**src/rtl/psdram_arbiter.sv**
```systemverilog
// psdram_arbiter
// Shares the single PSDRAM port between the VGA line-fetch reader and the
// frame-loader writer. Sequences CE, OE/WR strobes, byte lanes, bus drive and
// recovery time for every access.
// The strobes, MemAdr and the bus-drive enable come straight from flops, so
// the pins never glitch.
//
// state     | meaning
// ----------+-----------------------------------------------------------
// IDLE      | no access; arbitration between rd_req and wr_req
// RD_ACC    | read strobe phase, MemOE/RamCE/lanes low for ACCESS_CYCLES
// WR_ACC    | write phase, MemWR low for ACCESS_CYCLES-1, then data hold
// RECOVER   | CE high for RECOVER_CYCLES before the next arbitration
module psdram_arbiter #(
  parameter int ACCESS_CYCLES  = 4,
  parameter int RECOVER_CYCLES = 1,
  parameter int MAX_WR_STARVE  = 8
) (
  input  logic        clk,
  input  logic        reset,
  input  logic        rd_req,
  input  logic [22:0] rd_addr,
  output logic        rd_gnt,
  output logic        rd_valid,
  output logic [15:0] rd_data,
  input  logic        wr_req,
  input  logic [22:0] wr_addr,
  input  logic [15:0] wr_data,
  input  logic [1:0]  wr_be,
  output logic        wr_gnt,
  output logic        wr_done,
  output logic        busy,
  output logic [22:0] MemAdr,
  output logic        MemOE,
  output logic        MemWR,
  output logic        RamCE,
  output logic        RamLB,
  output logic        RamUB,
  input  logic [15:0] MemDataIn,
  output logic [15:0] MemDataOut,
  output logic        MemDataOE
);

  localparam logic [1:0] S_IDLE    = 2'd0;
  localparam logic [1:0] S_RD_ACC  = 2'd1;
  localparam logic [1:0] S_WR_ACC  = 2'd2;
  localparam logic [1:0] S_RECOVER = 2'd3;

  // Counter compare points; the access counter is reused during recovery.
  localparam logic [3:0] ACC_LAST   = 4'(ACCESS_CYCLES - 1);
  localparam logic [3:0] ACC_WR_END = 4'(ACCESS_CYCLES - 2);
  localparam logic [3:0] REC_LAST   = 4'(RECOVER_CYCLES - 1);
  localparam logic [7:0] STARVE_MAX = 8'(MAX_WR_STARVE);
  localparam bit         NO_RECOVER = (RECOVER_CYCLES == 0);

  logic [1:0] state;
  logic [3:0] acc_cnt;
  logic [7:0] starve_cnt;

  logic idle;
  logic in_access;
  logic write_wins;
  logic grant_rd;
  logic grant_wr;
  logic acc_last;
  logic wr_strobe_end;
  logic rec_last;

  // Arbitration and phase-end decodes shared by all the registers below.
  always_comb begin
    idle          = (state == S_IDLE);
    in_access     = (state == S_RD_ACC) || (state == S_WR_ACC);
    // A starved writer only overrides a competing read once the limit is hit.
    write_wins    = wr_req && (!rd_req || (starve_cnt == STARVE_MAX));
    grant_wr      = idle && write_wins;
    grant_rd      = idle && rd_req && !write_wins;
    acc_last      = in_access && (acc_cnt == ACC_LAST);
    wr_strobe_end = (state == S_WR_ACC) && (acc_cnt == ACC_WR_END);
    rec_last      = (state == S_RECOVER) && (acc_cnt == REC_LAST);
  end

  assign busy = !idle;

  // Sequencer: state plus the access/recovery cycle counter.
  always_ff @(posedge clk) begin
    if (reset) begin
      state   <= S_IDLE;
      acc_cnt <= '0;
    end else begin
      case (state)
        S_IDLE: begin
          acc_cnt <= '0;
          if (grant_rd) begin
            state <= S_RD_ACC;
          end else if (grant_wr) begin
            state <= S_WR_ACC;
          end
        end
        S_RD_ACC, S_WR_ACC: begin
          if (acc_last) begin
            acc_cnt <= '0;
            state   <= NO_RECOVER ? S_IDLE : S_RECOVER;
          end else begin
            acc_cnt <= acc_cnt + 4'd1;
          end
        end
        S_RECOVER: begin
          if (rec_last) begin
            acc_cnt <= '0;
            state   <= S_IDLE;
          end else begin
            acc_cnt <= acc_cnt + 4'd1;
          end
        end
        default: begin
          acc_cnt <= '0;
          state   <= S_IDLE;
        end
      endcase
    end
  end

  // Write-starvation counter: counts reads granted over a waiting writer.
  always_ff @(posedge clk) begin
    if (reset) begin
      starve_cnt <= '0;
    end else if (!wr_req || grant_wr) begin
      starve_cnt <= '0;
    end else if (grant_rd && (starve_cnt != 8'hFF)) begin
      starve_cnt <= starve_cnt + 8'd1;
    end
  end

  // Address, write data and read data capture registers.
  always_ff @(posedge clk) begin
    if (reset) begin
      MemAdr     <= '0;
      MemDataOut <= '0;
      rd_data    <= '0;
    end else begin
      if (grant_rd) begin
        MemAdr <= rd_addr;
      end else if (grant_wr) begin
        MemAdr     <= wr_addr;
        MemDataOut <= wr_data;
      end
      if (acc_last && (state == S_RD_ACC)) begin
        rd_data <= MemDataIn;
      end
    end
  end

  // PSDRAM strobes and bus-drive enable, all registered.
  always_ff @(posedge clk) begin
    if (reset) begin
      RamCE     <= 1'b1;
      MemOE     <= 1'b1;
      MemWR     <= 1'b1;
      RamLB     <= 1'b1;
      RamUB     <= 1'b1;
      MemDataOE <= 1'b0;
    end else if (grant_rd) begin
      RamCE     <= 1'b0;
      MemOE     <= 1'b0;
      MemWR     <= 1'b1;
      RamLB     <= 1'b0;
      RamUB     <= 1'b0;
      MemDataOE <= 1'b0;
    end else if (grant_wr) begin
      RamCE     <= 1'b0;
      MemOE     <= 1'b1;
      MemWR     <= 1'b0;
      RamLB     <= ~wr_be[0];
      RamUB     <= ~wr_be[1];
      MemDataOE <= 1'b1;
    end else if (acc_last || (state == S_RECOVER)) begin
      RamCE     <= 1'b1;
      MemOE     <= 1'b1;
      MemWR     <= 1'b1;
      RamLB     <= 1'b1;
      RamUB     <= 1'b1;
      MemDataOE <= 1'b0;
    end else if (wr_strobe_end) begin
      // WR rises one cycle early so the bus is still driven for data hold.
      MemWR <= 1'b1;
    end
  end

  // One-cycle handshake pulses back to the requesters.
  always_ff @(posedge clk) begin
    if (reset) begin
      rd_gnt   <= 1'b0;
      wr_gnt   <= 1'b0;
      rd_valid <= 1'b0;
      wr_done  <= 1'b0;
    end else begin
      rd_gnt   <= grant_rd;
      wr_gnt   <= grant_wr;
      rd_valid <= acc_last && (state == S_RD_ACC);
      wr_done  <= acc_last && (state == S_WR_ACC);
    end
  end

endmodule

```
**config.mk**
```make
export PLATFORM = sky130hd
export DESIGN_NAME = psdram_arbiter
export DESIGN_NICKNAME = d
export VERILOG_FILES = /design/src/rtl/psdram_arbiter.sv
export SDC_FILE = /design/constraint.sdc
export NUM_CORES = 1
export LEC_CHECK = 0
export CAP_MARGIN = 20
export CORE_ASPECT_RATIO = 1.5
export CORE_UTILIZATION = 45
export DETAILED_ROUTE_END_ITERATION = 12
export HOLD_SLACK_MARGIN = 0.02
export PLACE_DENSITY = 0.85
export SYNTH_ARGS = -nofsm -noshare
export SYNTH_HDL_FRONTEND = slang
export SYNTH_SLANG_ARGS = --single-unit
```
**constraint.sdc**
```tcl
create_clock -name clk -period 3.1 [get_ports clk]
set_clock_uncertainty 0.15 [all_clocks]
set_input_delay 0.465 -clock clk [delete_from_list [all_inputs] [get_ports clk]]
set_output_delay 0.465 -clock clk [all_outputs]
set_load 0.005 [all_outputs]
```
== Yosys cells after proc, flatten, opt, wreduce, memory -nomap -nowiden ==
Index checks and enable logic that the tools add are counted.

* Register bits after elaboration: 79
* Input port bits: 84
* Logic and storage cells: 84

* Add/sub/neg operators: 2
* Equality and inequality tests: 10
* Multiplexer cells: 24
* Bitwise logic cells: 3
* Reduce and logical (&&, ||, !) cells: 29

{| class="wikitable"
|+ Operator list
! kind !! count
|-
| two-way mux 23 bit || 2
|-
| two-way mux 1 bit || 14
|-
| case mux 4 bit (3 select lines) || 1
|-
| logical AND 1 bit || 10
|-
| adder 8 x 1 -> 8 bit (second input constant) || 1
|-
| equality test 4 x 2 -> 1 bit (second input constant) || 2
|-
| equality test 8 x 4 -> 1 bit (second input constant) || 1
|-
| two-way mux 2 bit || 4
|-
| two-way mux 4 bit || 2
|-
| inequality test 8 bit (second input constant) || 1
|-
| case mux 2 bit (3 select lines) || 1
|-
| nonzero test 3 bit || 2
|-
| OR reduction 2 bit || 3
|-
| adder 4 x 1 -> 4 bit (second input constant) || 1
|-
| equality test 2 bit (second input constant) || 2
|-
| logical NOT 1 bit || 4
|-
| logical NOT 4 bit || 1
|-
| logical OR 1 bit || 4
|-
| inequality test 2 bit (second input constant) || 2
|-
| nonzero test 2 bit || 2
|-
| inequality test 3 x 1 -> 1 bit (second input constant) || 1
|-
| inverter 1 bit || 3
|-
| AND reduction 3 bit || 1
|-
| equality test 2 x 1 -> 1 bit (second input constant) || 1
|-
| other kinds (2) || 2
|}

== Longest topological paths before layout ==
* Depth in word-level cells: 7
* Depth in mapped cells: 8
* Mapped depth without buffers: 6

== Least setup slack after synthesis ==
No wires, ideal clock.

* Path type: reg2reg
* Start point: reg state[0]
* End point: reg RamLB
* Setup time: 0.141 ns
* Arrival: 1.723 ns
* Required time: 2.809 ns
* Path slack: 1.085 ns
* Cell stages (with the launch flop): 7
* Period minus slack after synthesis: 2.015 ns
* Cells stage by stage: dfxtp_1 > inv_1 > ha_1 > and4bb_1 > or2_2 > a2111oi_0 > a311oi_1

* Longest elaborated chain between the ends: 5
* Elaborated cells on any way between the ends: 13

{| class="wikitable"
|+ RTL lines
! item !! RTL line !! source
|-
| start, declared || 56 || <nowiki>logic [1:0] state;</nowiki>
|-
| start signal, assigned || 102 || <nowiki>state <= NO_RECOVER ? S_IDLE : S_RECOVER;</nowiki>
|-
| equality test 2 x 1 -> 1 bit / equality test 2 bit (equally long branches) || 72 || <nowiki>in_access = (state == S_RD_ACC) || (state == S_WR_ACC);</nowiki>
|-
| logical OR 1 bit || 72 ||
|-
| logical AND 1 bit || 77 || <nowiki>acc_last = in_access && (acc_cnt == ACC_LAST);</nowiki>
|-
| logical OR 1 bit || 176 || <nowiki>end else if (acc_last || (state == S_RECOVER)) begin</nowiki>
|-
| nonzero test 3 bit (no source line) || -- ||
|-
| end signal, assigned || 173 || <nowiki>RamLB <= ~wr_be[0];</nowiki>
|-
| end, declared || 37 || <nowiki>output logic RamLB,</nowiki>
|}

Several ways; a longest one is shown, not always the timed one.
A chain may end at the register's enable or synchronous reset.

== Final worst setup path ==
* Start point: reg state[0]
* End point: reg MemAdr[3]

* Longest elaborated chain between the ends: 4
* Elaborated cells on any way between the ends: 6

{| class="wikitable"
|+ RTL lines
! item !! RTL line !! source
|-
| logical NOT 2 bit * || 71 || <nowiki>idle = (state == S_IDLE);</nowiki>
|-
| logical AND 1 bit (2 in a row) || 76 || <nowiki>grant_rd = idle && rd_req && !write_wins;</nowiki>
|-
| two-way mux 23 bit / nonzero test 2 bit (equally long branches) || -- ||
|-
| end signal, assigned || 142 || <nowiki>MemAdr <= rd_addr;</nowiki>
|-
| end signal, assigned || 144 || <nowiki>MemAdr <= wr_addr;</nowiki>
|-
| end, declared || 33 || <nowiki>output logic [22:0] MemAdr,</nowiki>
|}

Every way passes the cells marked *; elsewhere a longest branch is shown, timed or not.

==> flow_metrics.env <==
export IMPL_htree_levels=3
export IMPL_grt_max_degree=38
export IMPL_p_sw_mw=0.929
export IMPL_crit_fanout=22
export IMPL_critical_path_required_ps=3190
export IMPL_clock_path_buffers=2
export IMPL_synth_top_area_cell="dfxtp_1"
export IMPL_synth_cells=382
export IMPL_power_density_nw_per_um2=588
export IMPL_post_route_util_pct=69.9
export IMPL_synth_area_leaders="dfxtp_1 (47%), nand2_1 (7.1%), o221a_2 (6.4%), a21oi_1 (6.2%), nor2_1 (5.7%)"
export IMPL_fin_crit_ps=2630
export IMPL_drv_cap=0
export IMPL_slowest_delay_ps=480
export IMPL_r2r_setup_slack_ps=470
export IMPL_pin_count=150
export IMPL_outcome="complete, no violations"
export IMPL_synth_area_um2=3370
export IMPL_cellInternalPower_mw=2.04
export IMPL_timing_rr_start="state[0]"
export IMPL_p_leak_nw=1.91
export IMPL_ys_ff_latch=79
export IMPL_min_period_over_period_pct=84.8
export IMPL_clockPowerShare_pct=21.6
export IMPL_yosysWarnings=0
export IMPL_gp_congestion=0.816
export IMPL_cts_hold_buffers=0
export IMPL_syn_to_final_growth_pct=50.1
export IMPL_cts_sinks=79
export IMPL_portBuffers=149
export IMPL_dr_pass1_iters=4
export IMPL_holdCritPathClass="reg -> reg"
export IMPL_drc=0
export IMPL_syn_area_per_cell_um2=8.81
export IMPL_clkTransAtPathRegs_ps=80
export IMPL_synth_edff_count=0
export IMPL_setup_tns_ps=0
export IMPL_ctsResizeCount=0
export IMPL_wl_um=9500
export IMPL_yosysMostFrequentCell="dfxtp_1"
export IMPL_rsz0062_at_grt="false"
export IMPL_nets=615
export IMPL_ys_flop_type="dfxtp_1"
export IMPL_insertion_delay_ps=350
export IMPL_core_area_um2=7230
export IMPL_cp_arrival_ps=2720
export IMPL_grt_pass1_wl_um=15000
export IMPL_rr_endpoint="MemAdr[3]"
export IMPL_sw_frac_of_total_pct=31.3
export IMPL_fp_dieH_um=108
export IMPL_start_util_pct=46.6
export IMPL_sequentialPowerShare_pct=42.7
export IMPL_cp_cell_sequence="inv_1, ha_1, nor4b_2, a21o_1, nand2_1, o221a_2"
export IMPL_insertedDiodeCount=0
export IMPL_yosysTopAreaCellShare_pct=47.0
export IMPL_critPathSlowestCell="nand2_1"
export IMPL_crit_path_end="MemAdr[3]"
export IMPL_hold_viol=0
export IMPL_crit_type="reg -> reg"
export IMPL_overflow=0
export IMPL_cts_buffers=9
export IMPL_synth_seq_area_share_pct=47.0
export IMPL_slew_viol_final=0
export IMPL_critPathLaunchType="flip-flop"
export IMPL_root_buffer="clkbuf_8"
export IMPL_hpwl_um=6890
export IMPL_viasPerCell=5.37
export IMPL_startpoint="state[0]"
export IMPL_vias=3364
export IMPL_ys_types=50
export IMPL_die_x_um=72.6
export IMPL_ir_drop_mv=0.346
export IMPL_relSlewSlack_pct=47.4
export IMPL_max_freq_mhz=380
export IMPL_tightest_slew_ps=787
export IMPL_p_comb_share_pct=35.7
export IMPL_synth_commonest_cells="dfxtp_1 (79), nand2_1 (64), nor2_1 (51)"
export IMPL_drt_iter0_drc=181
export IMPL_num_rows=38
export IMPL_cts_setup_buffers=0
export IMPL_grt_pass1_vias=3213
export IMPL_synth_fp_nets=476
export IMPL_die_area_um2=7840
export IMPL_grt_antenna_before_repair=0
export IMPL_drive_above_1_share_pct=11.6
export IMPL_cts_tree="built"
export IMPL_async_flop_share_pct=0
export IMPL_ant_nets=0
export IMPL_final_setup_viol_count=0
export IMPL_wl_per_cell_um=15.2
export IMPL_r2r_cells=6
export IMPL_grt_usage_pct=24.7
export IMPL_endpoint_kind="flip-flop"
==> cell families after synthesis <==
logic type,synth area share [%]
simple gates,18.6
compound gates,25.2
flops,47.0
buf+inv,4.68
fa+ha+maj,3.72
xor+xnor,0.521
mux,0.297
==> metal layers <==
metal	GRT usage, %	part of all wire [%]
met1	27.4	40
met2	43.9	50
met3	5.71	7.1
met4	11.3	2.5
met5	0	0
==> power groups by stage <==
| stage | Clock, mW | Combinational [mW] | Sequential (mW) |
|---|---|---|---|
| 2_1_floorplan | 0 | 0.520 | 1.29 |
| 6_report | 0.642 | 1.06 | 1.27 |
| 5_1_grt | 0.704 | 1.16 | 1.29 |
| 4_1_cts | 0.655 | 1.06 | 1.27 |
| 3_3_place_gp | 0 | 1.02 | 1.28 |
| 3_5_place_dp | 0 | 1.06 | 1.29 |
==> critical path, delay by kind of cell, from the launching register on <==
family          cells  cell delay (ps)
simple gates        2              890
compound gates      2              690
flops               1              340
fa+ha+maj           1              310
buf+inv             1              130
==> flip-flops by register name, summed over array words and instances, names as in the netlist, 2 cells and up <==
signal      cells
rd_data        16
MemDataOut     16
acc_cnt         4
MemAdr         23
state           2
starve_cnt      8
==> layout make-up <==
cell class              count  area, um^2
flip-flops and latches     79        1580
multi-input cells         267        1630
clock buffers              11         131
fillers                   572        2180
inverters                  10        37.5
repair buffers            154        1520
clock inverters             5        25.0
well taps                 100         125
==> worst min path at each step <==
stage,start,endpoint,slack [ps],cells past startpoint
2_1_floorplan,acc_cnt[0],acc_cnt[0],280,1
3_3_place_gp,rd_data[15],rd_data[15],290,2
3_5_place_dp,rd_data[8],rd_data[8],300,2
4_1_cts,rd_data[8],rd_data[8],310,2
5_1_grt,rd_data[11],rd_data[11],320,2
6_report,rd_data[2],rd_data[2],300,2
==> per-stage QoR <==
stage	cell area (um^2)	hold WS [ps]	setup WS, ps	cells	power, mW
3_3_place_gp	4890	291	558	610	2.30
4_1_cts	5050	306	440	626	2.99
5_1_grt	5050	324	277	626	3.15
3_5_place_dp	4890	296	485	610	2.35
6_report	5050	305	470	626	2.97
2_1_floorplan	3370	280	1090	382	1.81
==> cells in the final DEF (no fill, tap or decap), drive strengths merged, types with 2 or more instances in the layout <==
master and instances:
o211ai 4, and2 3, nand3 3, nand2 64, a31o 16, o221a 19, nor4b 2, nor2 51
clkinv 5, inv 10, a21o 2, clkbuf 11, dfxtp 79, buf 6, a32oi 4, and4bb 2
ha 10, nand2b 2, a2111oi 2, nor2b 3, nor3 3, and3 2, o21ai 5, o41ai 2
clkdlybuf4s50 148, o31ai 3, a21oi 42, a311oi 3, or4 4
No activity file was read; power rests on OpenSTA's default activity.
